<file path="src/rtl/jamma_input_scanner.sv">
// Time-multiplexed JAMMA input scanner: drives jselect, samples the shared jjoy bus per player slot.
// Optional per-bit debounce on joystick and coin outputs is enabled by defining JAMMA_DEBOUNCE_EN.
module jamma_input_scanner #(
  parameter int SETTLE_CYCLES  = 8,
  parameter int DEBOUNCE_SCANS = 4
) (
  input  logic       pclk,
  input  logic       pll_lckd,
  input  logic [7:0] jjoy,
  input  logic [1:0] jcoin,
  input  logic [5:0] kbd_joy,
  output logic       jselect,
  output logic [7:0] joystick1,
  output logic [7:0] joystick2,
  output logic [1:0] coin,
  output logic       scan_done
);

  if (SETTLE_CYCLES < 3 || SETTLE_CYCLES > 255) begin : g_bad_settle
    $error("jamma_input_scanner: SETTLE_CYCLES out of range 3..255");
  end
  if (DEBOUNCE_SCANS < 2 || DEBOUNCE_SCANS > 8) begin : g_bad_debounce
    $error("jamma_input_scanner: DEBOUNCE_SCANS out of range 2..8");
  end

  typedef enum logic [1:0] {
    P1_SETTLE = 2'd0,
    P1_SAMPLE = 2'd1,
    P2_SETTLE = 2'd2,
    P2_SAMPLE = 2'd3
  } state_e;

  localparam logic [7:0] SETTLE_LAST = 8'(SETTLE_CYCLES - 1);

  state_e     state_q, state_d;
  logic [7:0] cnt_q, cnt_d;
  logic       jselect_q, jselect_d;
  logic       scan_done_q, scan_done_d;
  logic [7:0] jjoy_s1_q, jjoy_s2_q;
  logic [1:0] jcoin_s1_q, jcoin_s2_q;
  logic [7:0] joy1_q, joy1_d;
  logic [7:0] joy2_q, joy2_d;
  logic [1:0] coin_q, coin_d;

  logic       samp_p1_s, samp_p2_s;
  logic [7:0] p1_raw_s;

  // Two-stage synchronisers for the asynchronous JAMMA bus and coin inputs
  always_ff @(posedge pclk or negedge pll_lckd) begin
    if (!pll_lckd) begin
      jjoy_s1_q  <= 8'hFF;
      jjoy_s2_q  <= 8'hFF;
      jcoin_s1_q <= 2'b11;
      jcoin_s2_q <= 2'b11;
    end else begin
      jjoy_s1_q  <= jjoy;
      jjoy_s2_q  <= jjoy_s1_q;
      jcoin_s1_q <= jcoin;
      jcoin_s2_q <= jcoin_s1_q;
    end
  end

  // Scan sequencer: settle counter and state transitions
  always_comb begin
    state_d = state_q;
    cnt_d   = cnt_q;
    case (state_q)
      P1_SETTLE: begin
        if (cnt_q == SETTLE_LAST) begin
          state_d = P1_SAMPLE;
          cnt_d   = 8'd0;
        end else begin
          cnt_d   = cnt_q + 8'd1;
        end
      end
      P1_SAMPLE: begin
        state_d = P2_SETTLE;
        cnt_d   = 8'd0;
      end
      P2_SETTLE: begin
        if (cnt_q == SETTLE_LAST) begin
          state_d = P2_SAMPLE;
          cnt_d   = 8'd0;
        end else begin
          cnt_d   = cnt_q + 8'd1;
        end
      end
      P2_SAMPLE: begin
        state_d = P1_SETTLE;
        cnt_d   = 8'd0;
      end
      default: begin
        state_d = P1_SETTLE;
        cnt_d   = 8'd0;
      end
    endcase
  end

  // jselect follows the slot being entered, so it only moves on entry to a SETTLE state
  always_comb begin
    jselect_d   = (state_d == P2_SETTLE) || (state_d == P2_SAMPLE);
    scan_done_d = (state_q == P2_SAMPLE);
    samp_p1_s   = (state_q == P1_SAMPLE);
    samp_p2_s   = (state_q == P2_SAMPLE);
    p1_raw_s    = jjoy_s2_q & {2'b11, kbd_joy};
  end

  // Sequencer and control output registers
  always_ff @(posedge pclk or negedge pll_lckd) begin
    if (!pll_lckd) begin
      state_q     <= P1_SETTLE;
      cnt_q       <= 8'd0;
      jselect_q   <= 1'b0;
      scan_done_q <= 1'b0;
    end else begin
      state_q     <= state_d;
      cnt_q       <= cnt_d;
      jselect_q   <= jselect_d;
      scan_done_q <= scan_done_d;
    end
  end

`ifdef JAMMA_DEBOUNCE_EN
  localparam int DB = DEBOUNCE_SCANS;

  logic [7:0][DB-1:0] hist1_q, hist1_d;
  logic [7:0][DB-1:0] hist2_q, hist2_d;
  logic [1:0][DB-1:0] histc_q, histc_d;

  function automatic logic [DB-1:0] hist_push(input logic [DB-1:0] h, input logic s);
    return {h[DB-2:0], s};
  endfunction

  // A bit only moves once its whole window (history plus new sample) agrees
  function automatic logic db_resolve(input logic [DB-1:0] h, input logic cur);
    if (&h) begin
      return 1'b1;
    end else if (~|h) begin
      return 1'b0;
    end else begin
      return cur;
    end
  endfunction

  // Per-bit history shift and debounced output decision at each slot's sample
  always_comb begin
    hist1_d = hist1_q;
    hist2_d = hist2_q;
    histc_d = histc_q;
    joy1_d  = joy1_q;
    joy2_d  = joy2_q;
    coin_d  = coin_q;
    if (samp_p1_s) begin
      for (int b = 0; b < 8; b++) begin
        hist1_d[b] = hist_push(hist1_q[b], p1_raw_s[b]);
        joy1_d[b]  = db_resolve(hist1_d[b], joy1_q[b]);
      end
    end else begin
      joy1_d = joy1_q;
    end
    if (samp_p2_s) begin
      for (int b = 0; b < 8; b++) begin
        hist2_d[b] = hist_push(hist2_q[b], jjoy_s2_q[b]);
        joy2_d[b]  = db_resolve(hist2_d[b], joy2_q[b]);
      end
    end else begin
      joy2_d = joy2_q;
    end
    if (samp_p1_s || samp_p2_s) begin
      for (int k = 0; k < 2; k++) begin
        histc_d[k] = hist_push(histc_q[k], jcoin_s2_q[k]);
        coin_d[k]  = db_resolve(histc_d[k], coin_q[k]);
      end
    end else begin
      coin_d = coin_q;
    end
  end

  // Debounce history registers
  always_ff @(posedge pclk or negedge pll_lckd) begin
    if (!pll_lckd) begin
      hist1_q <= '1;
      hist2_q <= '1;
      histc_q <= '1;
    end else begin
      hist1_q <= hist1_d;
      hist2_q <= hist2_d;
      histc_q <= histc_d;
    end
  end
`else
  // Raw sample is loaded directly into the matching output register
  always_comb begin
    if (samp_p1_s) begin
      joy1_d = p1_raw_s;
    end else begin
      joy1_d = joy1_q;
    end
    if (samp_p2_s) begin
      joy2_d = jjoy_s2_q;
    end else begin
      joy2_d = joy2_q;
    end
    if (samp_p1_s || samp_p2_s) begin
      coin_d = jcoin_s2_q;
    end else begin
      coin_d = coin_q;
    end
  end
`endif

  // Registered joystick and coin outputs
  always_ff @(posedge pclk or negedge pll_lckd) begin
    if (!pll_lckd) begin
      joy1_q <= 8'hFF;
      joy2_q <= 8'hFF;
      coin_q <= 2'b11;
    end else begin
      joy1_q <= joy1_d;
      joy2_q <= joy2_d;
      coin_q <= coin_d;
    end
  end

  assign jselect   = jselect_q;
  assign scan_done = scan_done_q;
  assign joystick1 = joy1_q;
  assign joystick2 = joy2_q;
  assign coin      = coin_q;

endmodule

</file>
<file path="config.mk">
export PLATFORM = sky130hd
export DESIGN_NAME = jamma_input_scanner
export DESIGN_NICKNAME = d
export VERILOG_FILES = /design/src/rtl/jamma_input_scanner.sv
export SDC_FILE = /design/constraint.sdc
export NUM_CORES = 1
export LEC_CHECK = 0
export BUFFER_PORTS_ARGS = -buffer_cell sky130_fd_sc_hd__buf_2
export CAP_MARGIN = 20
export CELL_PAD_IN_SITES_DETAIL_PLACEMENT = 1
export CELL_PAD_IN_SITES_GLOBAL_PLACEMENT = 2
export CORE_MARGIN = 1.5
export CORE_UTILIZATION = 30
export CTS_BUF_LIST = sky130_fd_sc_hd__clkbuf_8
export DETAILED_ROUTE_END_ITERATION = 7
export PLACE_DENSITY_LB_ADDON = 0.05
export SLEW_MARGIN = 20
export SYNTH_ARGS = -nofsm -noshare
export SYNTH_HDL_FRONTEND = slang
export SYNTH_SLANG_ARGS = --single-unit
export TNS_END_PERCENT = 100
</file>
<file path="constraint.sdc">
create_clock -name pclk -period 3.3 [get_ports pclk]
set_input_delay 0.825 -clock pclk [delete_from_list [all_inputs] [get_ports pclk]]
set_output_delay 0.825 -clock pclk [all_outputs]
set_load 0.05 [all_outputs]
</file>
[After elaboration in Yosys (flattened, before gate mapping)]
Index checks and enable logic that the tools add are counted.
Word-level totals
  register bits: 50
  output and inout port bits: 20
  word-level logic and storage cells: 29
  input port bits: 18
Operators by class
  muxes and demuxes: 5
  add/sub/neg operators: 1
  reductions and logical operators: 5
  equal/unequal tests: 6
  bitwise operators: 1
Operators by type and width (count)
  8-bit one-hot mux with 2 select lines: 1
  8-bit by 1-bit adder with 8-bit output (second input constant): 1
  8-bit AND: 1
  2-bit == test (second input constant): 4
  8-bit by 3-bit == test with 1-bit output (second input constant): 1
  8-bit 2-to-1 mux: 1
  2-bit one-hot mux with 4 select lines: 1
  2-bit 2-to-1 mux: 2
  2-bit OR reduction: 2
  2-bit by 1-bit == test with 1-bit output (second input constant): 1
  2-bit logical NOT: 1
  1-bit logical OR: 2

[Logic depth before layout (Yosys ltp)]
  depth after elaboration: 5
  mapped depth: 6
  depth with buffers taken out: 5

[Least setup slack after synthesis]
OpenSTA, ideal clock, no wires.
  path type: reg-to-reg
  start: register, netlist name jselect
  end: register coin_q[0], in the netlist coin[0]
  clock period less this slack: 1.805 ns
  path buffers: 1
  setup slack: 1.495 ns
  data arrival time: 1.722 ns
  stages on the path, launching flop included: 6
  data required time: 3.218 ns
  setup time: 0.082 ns
  cell sequence: dfrtp_1 > inv_1 > ha_1 > buf_6 > nor2_1 > mux2_2
RTL lines
  end signal: assignment: line 221  | coin_q <= coin_d;
  end: declaration: line 43  | logic [1:0] coin_q, coin_d;

[Worst setup path in the final report]
  start: register joy1_q[6], in the netlist joystick1[6]
  end: output joystick1[6]
RTL lines
  start: declaration: line 41  | logic [7:0] joy1_q, joy1_d;
  start signal: assignment: line 219  | joy1_q <= joy1_d;
  end: declaration: line 13  | output logic [7:0] joystick1,
No word-level cell between the ends.

==> results.py <==
metrics = {
    "run_status": {
        "status": "finished clean",
    },
    "yosys": {
        "yosys.cell_count.top_type": "dfstp_2",
        "synth_warnings": 0,
        "postSynthAreaPerCell_um2": 14.9,
        "synth_edf_count": 0,
        "ys.flop_type": "dfstp_2",
        "synth_top_cell_area_share": 0.568,
        "synth_seq_cells": 49,
        "synth.lib_cells_used.distinct": 20,
        "syn_inst": 118,
        "ys_seq_area_frac": 0.724,
        "synth_area_leader_cell": "dfstp_2",
        "syn_nets": 141,
        "async_reset_ff_frac": 1.00,
        "ys_top_cells_by_area": "dfstp_2 57%, dfrtp_1 16%, mux2_2 7.7%",
        "syn_area_um2": 1760,
        "synth_commonest_cells": "38 x dfstp_2, 12 x mux2_2, 11 x dfrtp_1",
    },
    "routing": {
        "wire_per_inst_um": 13.5,
        "drc": 0,
        "drtPass1Iterations": 2,
        "postRouteAntennaNets": 0,
        "viasPerCell": 4.36,
        "met3_wirelength_um": 176,
        "vias": 1017,
        "wl_met2_um": 1570,
        "top_layer_used": "met4",
        "m1WireLength_um": 1380,
        "drt_iter0_markers": 29,
        "drt-total-wl_um": 3150,
    },
    "floorplan": {
        "initial_core_util": 0.316,
        "die_h_um": 79.6,
        "die_x_um": 79.6,
        "rows": 27,
        "die-area_um2": 6330,
        "fp.coreArea_um2": 5570,
        "io-pin-count": 38,
    },
    "worst_setup_path": {
        "crit_path_end_kind": "primary output",
        "critPathLaunch": "joystick1[6]",
        "rr_worst_depth": 4,
        "slowest_stage": "dfstp_2",
        "critPathKind": "flop to primary output",
        "cpPeakStageDelay_ns": 0.55,
        "critPathCapture": "joystick1[6]",
        "cp_cell_sequence": "buf_2",
        "worstPathRequired_ns": 2.47,
        "r2r_end": "coin[0]",
        "path_buf_inv": 1,
        "reg2reg_from": "jselect",
        "crit_path_max_fanout": 2,
        "r2r_slack_ns": 1.54,
        "crit_cells": 1,
        "start_kind": "flop",
        "timing.critical_path.arrival_ns": 1.10,
        "cp_top_family": "flip-flops",
    },
    "power": {
        "peakVddDrop_mv": 0.262,
        "leakage_nw": 0.932,
        "powerDensity_nw_per_um2": 547,
    },
    "sta": {
        "setup_viol": 0,
        "hold_ws_ns": 0.359,
        "min_period_ns": 1.93,
        "max_freq_mhz": 519,
        "fin_worst_skew_ns": 0.00415,
        "drv_slew": 0,
        "slew-limit-headroom": 0.458,
        "grt_setup_unrepaired": "false",
        "fin_ws_ns": 1.37,
        "setup_tns_ns": 0,
        "tightest_slew_ns": 0.813,
        "finalHoldViolCount": 0,
        "fin_crit_sh": 0.584,
    },
    "place": {
        "gp_congestion": 0.702,
        "placed_cell_area_um2": 2020,
        "dp.final_hpwl_um": 2260,
        "place_ws_ns": 1.49,
        "io_buffer_count": 37,
    },
    "global_routing": {
        "grt_pass1_wl_um": 5380,
        "antenna_found_initial": 0,
        "grt_max_degree": 40,
        "grt_pass1_vias": 1118,
        "grt-ovfl-total": 0,
        "track_usage": 0.115,
    },
    "cts": {
        "cts_num_sinks": 49,
        "clkTransAtPathRegs_ns": 0.09,
        "hold_buffers": 0,
        "clock_latency_ns": 0.30,
        "cts_root_buf": "clkbuf_8",
        "clockBufferDepth": 2,
        "cts_setup_buffers": 0,
        "htree_levels": 2,
        "numCtsBuffers": 5,
        "cts_tree": "built",
        "cts_resized": 0,
    },
    "layout": {
        "syn_to_final_growth_pct": 21.6,
        "final_nets": 183,
        "drive_above_1_share": 0.609,
        "fin_area_um2": 2140,
        "diodes": 0,
    },
    "hold_path": {
        "hold_path_class": "flop to flop",
    },
    "run": {
        "cap_violations": 0,
    },
}
## final cells by class
type / instances / area [um^2]
Fill cell: 603 / 3430
Sequential cell: 49 / 1270
Multi-Input combinational cell: 57 / 433
Timing Repair Buffer: 38 / 193
Tap cell: 72 / 90.1
Clock buffer: 5 / 68.8
Clock inverter: 3 / 47.5
Inverter: 9 / 33.8
## metrics by stage
stage / cells / power [mW] / utilization
finish: 233 / 1.17 / 0.384
global route: 233 / 1.23 / 0.384
CTS: 233 / 1.19 / 0.384
detailed placement: 225 / 0.750 / 0.363
global placement: 225 / 0.747 / 0.363
floorplan: 118 / 0.713 / -
## flip-flops by register name, summed over array words and instances (netlist names), 2 cells and up
| register | count |
|---|---|
| cnt_q | 8 |
| coin | 2 |
| jcoin_s1_q | 2 |
| jcoin_s2_q | 2 |
| jjoy_s1_q | 8 |
| jjoy_s2_q | 8 |
| joystick1 | 8 |
| joystick2 | 8 |
## layout by cell type, fill, tap and decap left out
cell type	synthesis	routed
buf_2	0	37
nand3_1	9	9
nor2_1	4	4
inv_6	0	2
o21ai_0	9	9
o22a_1	1	1
dfrtp_1	11	11
dfstp_2	38	38
buf_4	0	1
or3_1	3	3
nand2_1	2	2
ha_1	5	5
xnor2_1	1	1
nor3_1	3	3
bufinv_16	0	1
a21oi_1	3	3
mux2_2	12	12
o31ai_4	1	1
xor2_1	2	2
or4_4	1	1
nand4_1	1	1
clkbuf_8	0	5
inv_1	9	9
## worst min path at each step
stage	from	end	slack, ns	depth (start not counted)
global route	jjoy_s1_q[6]	jjoy_s2_q[6]	0.37	0
finish	jcoin_s1_q[1]	jcoin_s2_q[1]	0.36	0
CTS	jcoin_s1_q[1]	jcoin_s2_q[1]	0.36	0
global placement	jjoy_s1_q[0]	jjoy_s2_q[0]	0.35	0
floorplan	jcoin_s1_q[0]	jcoin_s2_q[0]	0.35	0
detailed placement	jcoin_s1_q[1]	jcoin_s2_q[1]	0.35	0
## cells by family after synthesis
| kind of cell | after synthesis | share of synthesized area |
|---|---|---|
| AND/OR/NAND/NOR | 23 | 0.0676 |
| AO/OA/AOI/OAI | 14 | 0.0512 |
| flip-flops | 49 | 0.724 |
| buffers and inverters | 12 | 0.0299 |
| multiplexers | 12 | 0.0768 |
| XOR/XNOR | 3 | 0.0149 |
| adder cells (fa/ha/maj) | 5 | 0.0356 |
## layer usage
layer | global-route usage | up-vias
met5 | 0 | -
met4 | 0.0368 | 0
met3 | 0.0400 | 4
met2 | 0.193 | 27
met1 | 0.136 | 509
li1 | - | 477
## power breakdown
part | switching, mW | internal, mW
combinational | 0.0632 | 0.0221
sequential | 0.00944 | 0.643
clock | 0.201 | 0.231
Power figures use the tool's default switching activity.
